`config.mk`:
```
export PLATFORM = sky130hd
export DESIGN_NAME = product_accumulator
export DESIGN_NICKNAME = d
export VERILOG_FILES = /design/src/rtl/product_accumulator.sv
export SDC_FILE = /design/constraint.sdc
export NUM_CORES = 1
export LEC_CHECK = 0
export ABC_AREA = 1
export BUFFER_PORTS_ARGS = -buffer_cell sky130_fd_sc_hd__buf_2
export CORE_UTILIZATION = 50
export DETAILED_ROUTE_END_ITERATION = 8
export GPL_ROUTABILITY_DRIVEN = 0
export PLACE_DENSITY = 0.69
export SLEW_MARGIN = 20
export SYNTH_ARGS = -nofsm -noshare
export SYNTH_HDL_FRONTEND = slang
export SYNTH_SLANG_ARGS = --single-unit
export TNS_END_PERCENT = 20
```
`constraint.sdc`:
```
create_clock -name clk -period 5.3 [get_ports clk]
set_input_delay 1.06 -clock clk [delete_from_list [all_inputs] [get_ports clk]]
set_output_delay 1.06 -clock clk [all_outputs]
set_load 0.005 [all_outputs]
```
`src/rtl/product_accumulator.sv`:
```
// product_accumulator
//   Buffers unsigned products from a shift-and-add multiplier in a 4-entry
//   FIFO and sums them into a saturating accumulator. A dump request drains
//   the FIFO and then presents the total on a valid/ready output.
//
// Ports
//   clk        : clock, rising edge
//   rst        : asynchronous active-high reset
//   prod_valid : prod carries a product this cycle
//   prod       : unsigned product, PW bits
//   dump       : request to emit the running total (honoured in ACC only)
//   clr        : synchronous clear of accumulation, FIFO and sticky flags
//   out_ready  : consumer accepts acc_out
//   acc_out    : accumulated total while out_valid, else 0
//   out_valid  : acc_out is valid
//   prod_count : products accumulated, saturating at 255
//   overflow   : sticky, accumulator saturated
//   dropped    : sticky, product lost to a full FIFO
//   busy       : not in ACC, or FIFO non-empty
module product_accumulator #(
    parameter int unsigned PW = 16,
    parameter int unsigned AW = 24
) (
    input  logic          clk,
    input  logic          rst,
    input  logic          prod_valid,
    input  logic [PW-1:0] prod,
    input  logic          dump,
    input  logic          clr,
    input  logic          out_ready,
    output logic [AW-1:0] acc_out,
    output logic          out_valid,
    output logic [7:0]    prod_count,
    output logic          overflow,
    output logic          dropped,
    output logic          busy
);

    localparam int unsigned FIFO_DEPTH = 4;
    localparam int unsigned PTR_W      = 2;
    localparam int unsigned CNT_W      = 3;

    typedef enum logic [1:0] {
        ST_ACC   = 2'd0,
        ST_DRAIN = 2'd1,
        ST_EMIT  = 2'd2
    } state_t;

    state_t              r_state;
    logic [PW-1:0]       r_mem [FIFO_DEPTH];
    logic [PTR_W-1:0]    r_wr_ptr;
    logic [PTR_W-1:0]    r_rd_ptr;
    logic [CNT_W-1:0]    r_count;
    logic [AW-1:0]       r_acc;
    logic [AW-1:0]       r_acc_out;
    logic                r_out_valid;
    logic [7:0]          r_prod_count;
    logic                r_overflow;
    logic                r_dropped;
    logic                r_busy;

    logic                w_empty;
    logic                w_full;
    logic                w_pop;
    logic                w_push;
    logic                w_drop;
    logic [AW:0]         w_sum;
    logic [AW-1:0]       w_acc_sat;
    state_t              w_state_nxt;
    logic [CNT_W-1:0]    w_count_nxt;

    // FIFO handshake: a full FIFO still accepts a push when a pop frees a slot
    always_comb begin
        w_empty = (r_count == '0);
        w_full  = (r_count == CNT_W'(FIFO_DEPTH));
        w_pop   = !clr && (r_state != ST_EMIT) && !w_empty;
        w_push  = !clr && prod_valid && (!w_full || w_pop);
        w_drop  = !clr && prod_valid && w_full && !w_pop;
    end

    // Saturating add of the FIFO head; the carry bit flags overflow
    always_comb begin
        w_sum     = {1'b0, r_acc} + (AW+1)'(r_mem[r_rd_ptr]);
        w_acc_sat = w_sum[AW] ? '1 : w_sum[AW-1:0];
    end

    // Next state and occupancy, shared by the FSM and the registered outputs
    always_comb begin
        w_state_nxt = r_state;
        w_count_nxt = r_count + CNT_W'(w_push) - CNT_W'(w_pop);
        if (clr) begin
            w_state_nxt = ST_ACC;
            w_count_nxt = '0;
        end else begin
            case (r_state)
                ST_ACC:   if (dump)      w_state_nxt = ST_DRAIN;
                ST_DRAIN: if (w_empty)   w_state_nxt = ST_EMIT;
                ST_EMIT:  if (out_ready) w_state_nxt = ST_ACC;
                default:                 w_state_nxt = ST_ACC;
            endcase
        end
    end

    // FIFO storage needs no reset; occupancy is tracked by r_count
    always_ff @(posedge clk) begin
        if (w_push) begin
            r_mem[r_wr_ptr] <= prod;
        end
    end

    // FSM, accumulator, pointers and registered outputs
    always_ff @(posedge clk or posedge rst) begin
        if (rst) begin
            r_state      <= ST_ACC;
            r_wr_ptr     <= '0;
            r_rd_ptr     <= '0;
            r_count      <= '0;
            r_acc        <= '0;
            r_acc_out    <= '0;
            r_out_valid  <= 1'b0;
            r_prod_count <= '0;
            r_overflow   <= 1'b0;
            r_dropped    <= 1'b0;
            r_busy       <= 1'b0;
        end else if (clr) begin
            r_state      <= ST_ACC;
            r_wr_ptr     <= '0;
            r_rd_ptr     <= '0;
            r_count      <= '0;
            r_acc        <= '0;
            r_acc_out    <= '0;
            r_out_valid  <= 1'b0;
            r_prod_count <= '0;
            r_overflow   <= 1'b0;
            r_dropped    <= 1'b0;
            r_busy       <= 1'b0;
        end else begin
            r_state <= w_state_nxt;
            r_count <= w_count_nxt;
            if (w_push) begin
                r_wr_ptr <= r_wr_ptr + PTR_W'(1);
            end
            if (w_pop) begin
                r_rd_ptr <= r_rd_ptr + PTR_W'(1);
                r_acc    <= w_acc_sat;
                if (w_sum[AW]) begin
                    r_overflow <= 1'b1;
                end
                if (r_prod_count != 8'hFF) begin
                    r_prod_count <= r_prod_count + 8'd1;
                end
            end
            // Handshake edge; no pop can coincide since EMIT never pops
            if ((r_state == ST_EMIT) && out_ready) begin
                r_acc        <= '0;
                r_prod_count <= '0;
                r_overflow   <= 1'b0;
            end
            if (w_drop) begin
                r_dropped <= 1'b1;
            end
            // acc is frozen on entry to and throughout EMIT
            r_out_valid <= (w_state_nxt == ST_EMIT);
            r_acc_out   <= (w_state_nxt == ST_EMIT) ? r_acc : '0;
            r_busy      <= (w_state_nxt != ST_ACC) || (w_count_nxt != '0);
        end
    end

    assign acc_out    = r_acc_out;
    assign out_valid  = r_out_valid;
    assign prod_count = r_prod_count;
    assign overflow   = r_overflow;
    assign dropped    = r_dropped;
    assign busy       = r_busy;

endmodule

```
# [Word level (Yosys, flattened, before mapping)]
# Memory sizes are Yosys's and may differ from the RTL's.
# Index checks and enable logic that the tools add are counted.
[classes] n_addsub=6 eq_ne=6 mux=32 n_reduce_logical=25
[ops] op="24-bit two-way mux" count=6
[ops] op="8-bit two-way mux" count=4
[ops] op="24-bit by 16-bit adder with 25-bit output" count=1
[ops] op="2-bit two-way mux" count=9
[ops] op="3-bit nonzero test" count=4
[ops] op="1-bit two-way mux" count=10
[ops] op="8-bit by 1-bit adder with 8-bit output, second input constant" count=1
[ops] op="8-bit inequality test, second input constant" count=1
[ops] op="2-bit nonzero test" count=4
[ops] op="1-bit logical AND" count=7
[ops] op="3-bit two-way mux" count=2
[ops] op="2-bit case mux with 3 select lines" count=1
[ops] op="2-bit by 1-bit adder with 2-bit output, second input constant" count=2
[ops] op="2-bit equality test, second input constant" count=2
[ops] op="1-bit logical NOT" count=4
[ops] op="2-bit AND reduction" count=2
[ops] op="3-bit by 1-bit adder with 3-bit output" count=1
[ops] op="3-bit equality test, second input constant" count=1
[ops] op="3-bit logical NOT" count=1
[ops] op="3-bit by 1-bit subtractor with 3-bit output" count=1
[ops] op="2-bit by 1-bit equality test with 1-bit output, second input constant" count=1
[ops] op="2-bit logical NOT" count=1
[ops] op="1-bit logical OR" count=2
[ops] op="2-bit inequality test, second input constant" count=1
[totals] memories=1 reg_bits=69 elab_cells=81 output_inout_bits=36 ramBits=64
[mem_list] memory="r_mem" depth=4 word_bits=16 read_ports=1 rd_ports_with_merged_regs=0 wr=1 line_no="50" source="logic [PW-1:0] r_mem [FIFO_DEPTH];"

# [Longest topological paths before layout]
# Gate-level depths: netlist of run 1.
[logic_depth] word_depth=11 mapped_depth=18 mapped_depth_nobuf=16

# [Worst setup path before layout of run 1]
# OpenSTA, ideal clock, no wires.
[synth_timing] path_type="input to register" startpoint="input clr" endpoint="register r_busy, in the netlist busy" arrival_ns=2.827 stages=13 setup_ns=0.144 slack_ns=2.329 required_time_ns=5.156 path_buffers=1 cell_sequence="inv_2 > buf_2 > nand2_1 > nand2_1 > nand3_1 > ha_1 > inv_1 > ha_1 > inv_1 > fa_1 > nor2_1 > nor2_1 > o2111ai_1"
[synth_between] elab_chain_len=11
[synth_rtl] element="start, declared" line_no="29" source="input logic clr,"
[synth_rtl] element="1-bit logical NOT" line_no="76, 77"
[synth_rtl] element="1-bit logical AND (2 in series)" line_no="76" source="w_pop = !clr && (r_state != ST_EMIT) && !w_empty;"
[synth_rtl] element="1-bit logical OR" line_no="77" source="w_push = !clr && prod_valid && (!w_full || w_pop);"
[synth_rtl] element="1-bit logical AND" line_no="77"
[synth_rtl] element="3-bit by 1-bit adder with 3-bit output" line_no="90" source="w_count_nxt = r_count + CNT_W'(w_push) - CNT_W'(w_pop);"
[synth_rtl] element="3-bit by 1-bit subtractor with 3-bit output" line_no="90"
[synth_rtl] element="3-bit two-way mux" line_no="91" source="if (clr) begin"
[synth_rtl] element="3-bit nonzero test" line_no="165" source="r_busy <= (w_state_nxt != ST_ACC) || (w_count_nxt != '0);"
[synth_rtl] element="1-bit logical OR" line_no="165"
[synth_rtl] element="1-bit two-way mux (*)" line_no="125" source="end else if (clr) begin"
[synth_rtl] element="end signal, assigned" line_no="165"
[synth_rtl] element="end, declared" line_no="60" source="logic r_busy;"
# Every way passes the cells marked *; elsewhere a longest branch is shown, timed or not.
# A chain may end at the register's enable or synchronous reset.

# [Worst setup path after layout of run 1]
[layout_timing] startpoint="register r_rd_ptr[0]" endpoint="register r_acc[14]"
[layout_between] elab_chain_len=6
[layout_rtl] element="start, declared" line_no="52" source="logic [PTR_W-1:0] r_rd_ptr;"
[layout_rtl] element="start signal, assigned" line_no="144" source="r_rd_ptr <= r_rd_ptr + PTR_W'(1);"
[layout_rtl] element="memory read 4 x 16 bit"
[layout_rtl] element="24-bit by 16-bit adder with 25-bit output" line_no="83" source="w_sum = {1'b0, r_acc} + (AW+1)'(r_mem[r_rd_ptr]);"
[layout_rtl] element="24-bit two-way mux" line_no="84" source="w_acc_sat = w_sum[AW] ? '1 : w_sum[AW-1:0];"
[layout_rtl] element="24-bit two-way mux" line_no="143" source="if (w_pop) begin"
[layout_rtl] element="24-bit two-way mux" line_no="154" source="if ((r_state == ST_EMIT) && out_ready) begin"
[layout_rtl] element="24-bit two-way mux" line_no="125"
[layout_rtl] element="end signal, assigned" line_no="145" source="r_acc <= w_acc_sat;"
[layout_rtl] element="end, declared" line_no="54" source="logic [AW-1:0] r_acc;"
# No other way between the ends. The select of a mux whose other input is x is not followed.

==> flow_metrics.tcl, run 1 <==
set metrics [dict create \
    finalWorstPathRequiredPeriod_ns 4.04 \
    pin_count_of_the_biggest_net_entering_global_routing 37 \
    tightest_slew_ns 0.987 \
    grt.overflow.total 0 \
    totalNegativeSetupSlack_ns 0 \
    postLayoutSetupSlackWorst_ns 1.26 \
    reg_to_reg_setup_timing_slack_ns 1.26 \
    finalSetupViolCount 0 \
    clock_tree.buffer_depth 2 \
    seq_cell_area_um2 3650 \
    layout.cells.most_common "sky130_fd_sc_hd__nand2_1" \
    tritoncts "built" \
    dpl_worst_slack_ns 1.23 \
    count_of_state_elements_after_synthesis 133 \
    fin_total_pwr_mw 4.05 \
    power.ir.vdd_worst_uv 337 \
    final-max-slew-violation-count 0 \
    fin_worst_skew_ns 0.00893 \
    startpoint_type "flip-flop" \
    clkSinkCount 133 \
    dr_wl_met2_um 6690 \
    antenna_left 0 \
    route.layer.met1.wl_um 6140 \
    grt_pass1_vias 5004 \
    numPortBuffers 57 \
    routed_wire_length_per_instance_um 14.4 \
    worst-endpoint-required_ns 5.60 \
    grt_pass1_wl_um 23500 \
    boundary_pins 58 \
    synth_edf_count 64 \
    mostFrequentLayoutCells "sky130_fd_sc_hd__nand2_1 (147), sky130_fd_sc_hd__inv_1 (93), sky130_fd_sc_hd__nor2_1 (92)" \
    drive_gt1_share_pct 15.3 \
    clock.fmax_mhz 247 \
    post_cts_hold_buffer_count 0 \
    yosysWarningCount 0 \
    holdCritPathClass "flip-flop to flip-flop" \
    die_w_um 116 \
    wl_met3_um 813 \
    htree_levels 4 \
    detailedRoute.firstPassIterationCount 6 \
    final_core_util_pct 59.8 \
    avgViaCountPerCell 5.28 \
    worst_slew_margin_rel_pct 34.1 \
    final_net_count 825 \
    synth_nets 767 \
    count_of_cell_types_in_the_netlist 39 \
    place.detailed.hpwl_um 9470 \
    ffs_w_async_s_r_synth_pct 51.9 \
    combined_area_of_the_multi_input_logic_cells_um2 2420 \
    top_layer_used "met4" \
    drt_wl_total_um 13900 \
    syn_area_um2 6540 \
    power.density_nw_per_um2 535 \
    full_die_area_um2 13500 \
    diodes 0 \
    fillers 1088 \
    vias_after_detailed_routing 5080 \
    area_growth_syn_to_layout_pct 15.8 \
    grt_antenna_before_repair 0 \
    finalCritPeriodShare_pct 76.3 \
    netlist_instances 720 \
    cts_buf_count 17 \
    ctsRootBufferMaster "sky130_fd_sc_hd__clkbuf_16" \
    setup.worst_path.end_class "flip-flop" \
    cts.repair.resized 0 \
    report.final.hold_viol_count 0 \
    rsz0062_at_grt "false" \
    floorplan.die.height_um 116 \
    arrival_ns 4.34 \
    criticalPathCategory "flip-flop to flip-flop" \
    post_synth.cell_area_avg_um2 9.08 \
    cts.reportedPaths.clkPinSlew_ns 0.06 \
    cts_setup_buffers 0 \
    cp_max_fo 36 \
    core-area_um2 12700 \
    track_usage_pct 23.2 \
    initial_core_util_pct 51.6 \
    maxCapViolCount 0 \
    clk-insertion-delay-late_ns 0.42 \
    power.leakage_nw 3.49 \
    first_iter_violations 320 \
    number_of_remaining_drc_errors 0 \
    std_cell_rows 41 \
    synth-main-ff-cell "sky130_fd_sc_hd__dfrtp_1" \
    seq_area_frac_synth_pct 55.8 \
    outcome "complete, no violations" \
]
-- registers in the layout (all words and copies together) (netlist names) --
signal and count:
busy 1, r_mem 64, acc_out 24, overflow 1, r_state 2, dropped 1, r_wr_ptr 2, out_valid 1
r_acc 24, r_count 3, prod_count 8, r_rd_ptr 2
-- critical path, cell delays in order, from the launching register on --
cell and delay (ns):
sky130_fd_sc_hd__dfrtp_1 0.99, sky130_fd_sc_hd__inv_1 0.69, sky130_fd_sc_hd__o21ai_0 0.33, sky130_fd_sc_hd__o22ai_1 0.11
sky130_fd_sc_hd__ha_1 0.22, sky130_fd_sc_hd__fa_1 0.41, sky130_fd_sc_hd__nand2_1 0.08, sky130_fd_sc_hd__nand3_1 0.13
sky130_fd_sc_hd__nand3_1 0.14, sky130_fd_sc_hd__nand2_2 0.09, sky130_fd_sc_hd__nand2_2 0.09, sky130_fd_sc_hd__nand2_4 0.08
sky130_fd_sc_hd__nand3_4 0.26, sky130_fd_sc_hd__o21ai_0 0.15, sky130_fd_sc_hd__inv_1 0.07, sky130_fd_sc_hd__o21ai_0 0.07
-- synthesized netlist by cell type (9+ instances only) --
library cell,count,area [um2]
sky130_fd_sc_hd__inv_2,10,37.5
sky130_fd_sc_hd__o22ai_1,18,113
sky130_fd_sc_hd__ha_1,23,288
sky130_fd_sc_hd__nand3_1,39,195
sky130_fd_sc_hd__clkbuf_1,9,33.8
sky130_fd_sc_hd__dfrtp_1,69,1730
sky130_fd_sc_hd__o21ai_0,52,260
sky130_fd_sc_hd__edfxtp_1,64,1920
sky130_fd_sc_hd__inv_1,94,353
sky130_fd_sc_hd__nor2_1,96,360
sky130_fd_sc_hd__nand2_1,147,552
sky130_fd_sc_hd__nand4_1,11,68.8
sky130_fd_sc_hd__nor3_1,10,50.1
sky130_fd_sc_hd__a21oi_1,19,95.1
-- report_power, final --
| part | total, mW | internal, mW | switching [mW] | leakage, nW |
|---|---|---|---|---|
| Clock | 1.22 | 0.784 | 0.438 | 0.287 |
| Combinational | 1.51 | 0.499 | 1.01 | 1.68 |
| Sequential | 1.32 | 1.20 | 0.120 | 1.52 |
-- per-layer routing --
| layer | vias up | track usage, % |
|---|---|---|
| li1 | 2500 | - |
| met1 | 2408 | 29.5 |
| met2 | 149 | 38.0 |
| met3 | 23 | 6.18 |
| met4 | 0 | 9.32 |
| met5 | - | 0 |
-- final cells by class --
type                       instances  area share (%)
clock buffer                      19            5.72
clock inverter                    12            2.35
inverter                         104            5.15
multi-input combinational        464            31.9
sequential                       133            48.2
tap                              172            2.84
timing repair buffer              58            3.87
-- per-stage QoR --
stage	instances	cell area, um2	hold slack (ns)
after global routing	962	7570	0.560
after detailed placement	931	6960	0.513
after floorplan	720	6540	0.489
after global placement	931	6960	0.501
final	962	7570	0.521
after CTS	962	7570	0.521
-- path summary, 6_finish.rpt --
| path | from | end | cells past startpoint |
|---|---|---|---|
| setup / recovery | r_rd_ptr[0]$_DFFE_PP0P_ | r_acc[14]$_DFFE_PP0P_ | 15 |
| hold / removal | dropped$_DFFE_PP0P_ | dropped$_DFFE_PP0P_ | 2 |
| setup reg to reg | r_rd_ptr[0]$_DFFE_PP0P_ | r_acc[14]$_DFFE_PP0P_ | 15 |
| hold reg to reg | dropped$_DFFE_PP0P_ | dropped$_DFFE_PP0P_ | 2 |
| max in group asynchronous | rst | acc_out[12]$_DFF_PP0_ | 3 |
| min in group asynchronous | rst | dropped$_DFFE_PP0P_ | 2 |
-- kinds of logic (layout without fill, tap and decap cells) --
logic type | Yosys count | in the layout | share of synthesized area (%)
simple gates | 322 | 322 | 21.2
flops | 133 | 133 | 55.8
buf+inv | 123 | 193 | 7.39
compound gates | 113 | 113 | 10.1
fa+ha+maj | 25 | 25 | 5.01
xor+xnor | 4 | 4 | 0.536
(Power assumes the default switching activity.)
==> run 2, diff against run 1 <==
--- a/config.mk
+++ b/config.mk
@@ -5,7 +5,7 @@
 export SDC_FILE = /design/constraint.sdc
 export NUM_CORES = 1
 export LEC_CHECK = 0
-export ABC_AREA = 1
+export ABC_AREA = 0
 export BUFFER_PORTS_ARGS = -buffer_cell sky130_fd_sc_hd__buf_2
 export CORE_UTILIZATION = 50
 export DETAILED_ROUTE_END_ITERATION = 8
==> constraint.sdc (replaced) <==
create_clock -name clk -period 4.2 [get_ports clk]
set_input_delay 0.84 -clock clk [delete_from_list [all_inputs] [get_ports clk]]
set_output_delay 0.84 -clock clk [all_outputs]
set_load 0.005 [all_outputs]
==> run 2 against run 1 <==
Against the previous run: wire length fell by 19%; clock power rose by 24%; fmax rose by 16%; critical path type unchanged; register-to-register slack got worse by 0.54 ns; combinational power fell by 11%.
==> flow_metrics.tcl, run 2 <==
set metrics [dict create \
    outcome "complete, no violations" \
    area_growth_syn_to_layout_pct 17.0 \
    grt_pass1_wl_um 19100 \
    first_iter_violations 229 \
    clkSinkCount 133 \
    seq_area_frac_synth_pct 59.9 \
    synth_xor_xnor_area_share_pct 3.02 \
    boundary_pins 58 \
    place.detailed.hpwl_um 7650 \
    setup.worst_path.end_class "flip-flop" \
    layout.cells.most_common "sky130_fd_sc_hd__dfrtp_1" \
    core-area_um2 11700 \
    power.ir.vdd_worst_uv 596 \
    crit_buf_inv 1 \
    report.final.hold_viol_count 0 \
    cp_slowest_cell "sky130_fd_sc_hd__mux4_2" \
    count_of_state_elements_after_synthesis 133 \
    final-max-slew-violation-count 0 \
    worst_slew_margin_rel_pct 38.8 \
    finalCritPeriodShare_pct 83.0 \
    rsz0062_at_grt "false" \
    htree_levels 4 \
    final_net_count 587 \
    yosysWarningCount 0 \
    count_of_cell_types_in_the_netlist 53 \
    cts.repair.resized 0 \
    synth.top_cells.by_area "sky130_fd_sc_hd__edfxtp_1 (32%), sky130_fd_sc_hd__dfrtp_1 (28%), sky130_fd_sc_hd__mux4_2 (5.9%)" \
    ctsRootBufferMaster "sky130_fd_sc_hd__clkbuf_16" \
    largest_reg_flops 64 \
    maxCapViolCount 0 \
    fin_total_pwr_mw 4.49 \
    clk-insertion-delay-late_ns 0.43 \
    clock.fmax_mhz 287 \
    post-synth-top-count-cell "sky130_fd_sc_hd__dfrtp_1" \
    grt_pass1_vias 3850 \
    finalWorstPathRequiredPeriod_ns 3.48 \
    vias_after_detailed_routing 3859 \
    criticalPathCategory "flip-flop to flip-flop" \
    die_w_um 112 \
    synth-compound-area-share_pct 7.73 \
    drive_gt1_share_pct 23.1 \
    post_synth_fa_ha_maj_area_fraction_pct 5.38 \
    critPathMaxStageDelay_ns 0.55 \
    arrival_ns 3.82 \
    final_area_um2 7130 \
    grt.overflow.total 0 \
    diodes 0 \
    track_usage_pct 20.3 \
    floorplan.die.height_um 112 \
    initial_core_util_pct 52.2 \
    finalSetupViolCount 0 \
    clock_tree.buffer_depth 2 \
    crit_top_cell "sky130_fd_sc_hd__a21oi_1" \
    pin_count_of_the_biggest_net_entering_global_routing 45 \
    critical_path.cell_chain "buf_4 > mux4_2 > ha_1 > o21a_1 > and4_1 > a21oi_1 > or3_4 > a21oi_4 > nand4_4 > a21oi_1" \
    synth_nets 523 \
    fillers 907 \
    worst-endpoint-required_ns 4.54 \
    dpl_cell_area_um2 6520 \
    holdCritPathClass "flip-flop to flip-flop" \
    cp_top_family "simple AND/OR/NAND/NOR gates" \
    top_cell_type_s_share_of_synthesized_area_pct 31.6 \
    synth-main-ff-cell "sky130_fd_sc_hd__dfrtp_1" \
    antenna_left 0 \
    tightest_slew_ns 0.917 \
    cp_max_fo 18 \
    full_die_area_um2 12600 \
    synth_simple_gate_area_share_pct 15.2 \
    syn_area_um2 6090 \
    ys_top_cells_by_count "sky130_fd_sc_hd__dfrtp_1 (69), sky130_fd_sc_hd__edfxtp_1 (64), sky130_fd_sc_hd__nor2_1 (36), sky130_fd_sc_hd__nand2_1 (34), sky130_fd_sc_hd__nand3_1 (32)" \
    mostFrequentLayoutCells "sky130_fd_sc_hd__dfrtp_1 (69), sky130_fd_sc_hd__edfxtp_1 (64), sky130_fd_sc_hd__buf_2 (57)" \
    main_combinational_cell_family_by_area_after_synthesis "simple AND/OR/NAND/NOR gates" \
    numPortBuffers 57 \
    routed_wire_length_per_instance_um 16.2 \
    avgViaCountPerCell 5.54 \
    totalNegativeSetupSlack_ns 0 \
    multiplexer_fraction_of_the_synthesized_cell_area_pct 6.43 \
    number_of_remaining_drc_errors 0 \
    grt_antenna_before_repair 0 \
    detailedRoute.firstPassIterationCount 5 \
    post_cts_hold_buffer_count 0 \
    fin_worst_skew_ns 0.0161 \
    post_synth.cell_area_avg_um2 12.8 \
    power.leakage_nw 3.13 \
    startpoint_type "flip-flop" \
    tritoncts "built" \
    netlist_instances 476 \
    synth_edf_count 64 \
    ffs_w_async_s_r_synth_pct 51.9 \
    synth_area_leader_cell "sky130_fd_sc_hd__edfxtp_1" \
    cts.reportedPaths.clkPinSlew_ns 0.06 \
    drt_wl_total_um 11300 \
    largest_register_by_flop_count "r_mem" \
    cts_buf_count 17 \
    std_cell_rows 39 \
    power.density_nw_per_um2 630 \
    cts_setup_buffers 0 \
]
==> run 2: logic make-up after synthesis <==
| logic type | count (synthesis) |
|---|---|
| compound gates | 69 |
| simple gates | 174 |
| fa+ha+maj | 25 |
| xor+xnor | 21 |
| flops | 133 |
| buf+inv | 35 |
| mux | 19 |
==> run 2: report_power, final <==
part | total, mW | switching (mW) | leakage, nW | internal, mW
Sequential | 1.63 | 0.118 | 1.52 | 1.51
Combinational | 1.35 | 0.769 | 1.32 | 0.583
Clock | 1.51 | 0.571 | 0.295 | 0.939
==> run 2: path summary, 6_finish.rpt <==
| kind | slack [ns] | endpoint | start | cells past startpoint |
|---|---|---|---|---|
| min in group asynchronous | 0.62 | r_acc[5]$_DFFE_PP0P_ | rst | 2 |
| min reg2reg | 0.50 | r_state[0]$_DFF_PP0_ | r_state[1]$_DFF_PP0_ | 1 |
| max reg2reg | 0.72 | overflow$_DFFE_PP0P_ | r_rd_ptr[0]$_DFFE_PP0P_ | 10 |
| max in group asynchronous | 2.72 | acc_out[21]$_DFF_PP0_ | rst | 3 |
| max | 0.72 | overflow$_DFFE_PP0P_ | r_rd_ptr[0]$_DFFE_PP0P_ | 10 |
| min | 0.50 | r_state[0]$_DFF_PP0_ | r_state[1]$_DFF_PP0_ | 1 |
==> run 2: layer usage <==
metal | wire [um] | up-vias | GRT usage [%]
met2 | 5400 | 76 | 31.8
met3 | 428 | 16 | 5.78
li1 | - | 1877 | -
met5 | 0 | - | 0
met1 | 5260 | 1890 | 26.4
met4 | 204 | 0 | 9.33
==> run 2: metrics by stage <==
| step | std cells | util [%] | setup slack (ns) | hold slack [ns] |
|---|---|---|---|---|
| final | 696 | 61.1 | 0.715 | 0.500 |
| after global placement | 664 | 55.9 | 0.805 | 0.484 |
| after detailed placement | 664 | 55.9 | 0.724 | 0.494 |
| after global routing | 696 | 61.1 | 0.486 | 0.533 |
| after floorplan | 476 | - | 0.753 | 0.451 |
| after CTS | 696 | 61.1 | 0.704 | 0.500 |
==> run 2: worst register-to-register path, delay by kind of cell (launching register included) <==
| kind | cells | cell delay, ns |
|---|---|---|
| and+or+nand+nor | 3 | 1.03 |
| muxes | 1 | 0.56 |
| adders and majority gates | 1 | 0.36 |
| DFF | 1 | 0.32 |
| buffers and inverters | 1 | 0.32 |
| AOI/OAI and AO/OA | 4 | 0.83 |
==> run 2: area by class of cell <==
type                    count  area (um2)  area share, %
repair buffers             63         330           4.64
multi-input cells         308        2300           32.2
clock buffers              18         429           6.02
inverters                  17        63.8          0.896
flip-flops and latches    133        3650           51.2
well taps                 143         179           2.51
clock inverters            14         178           2.49
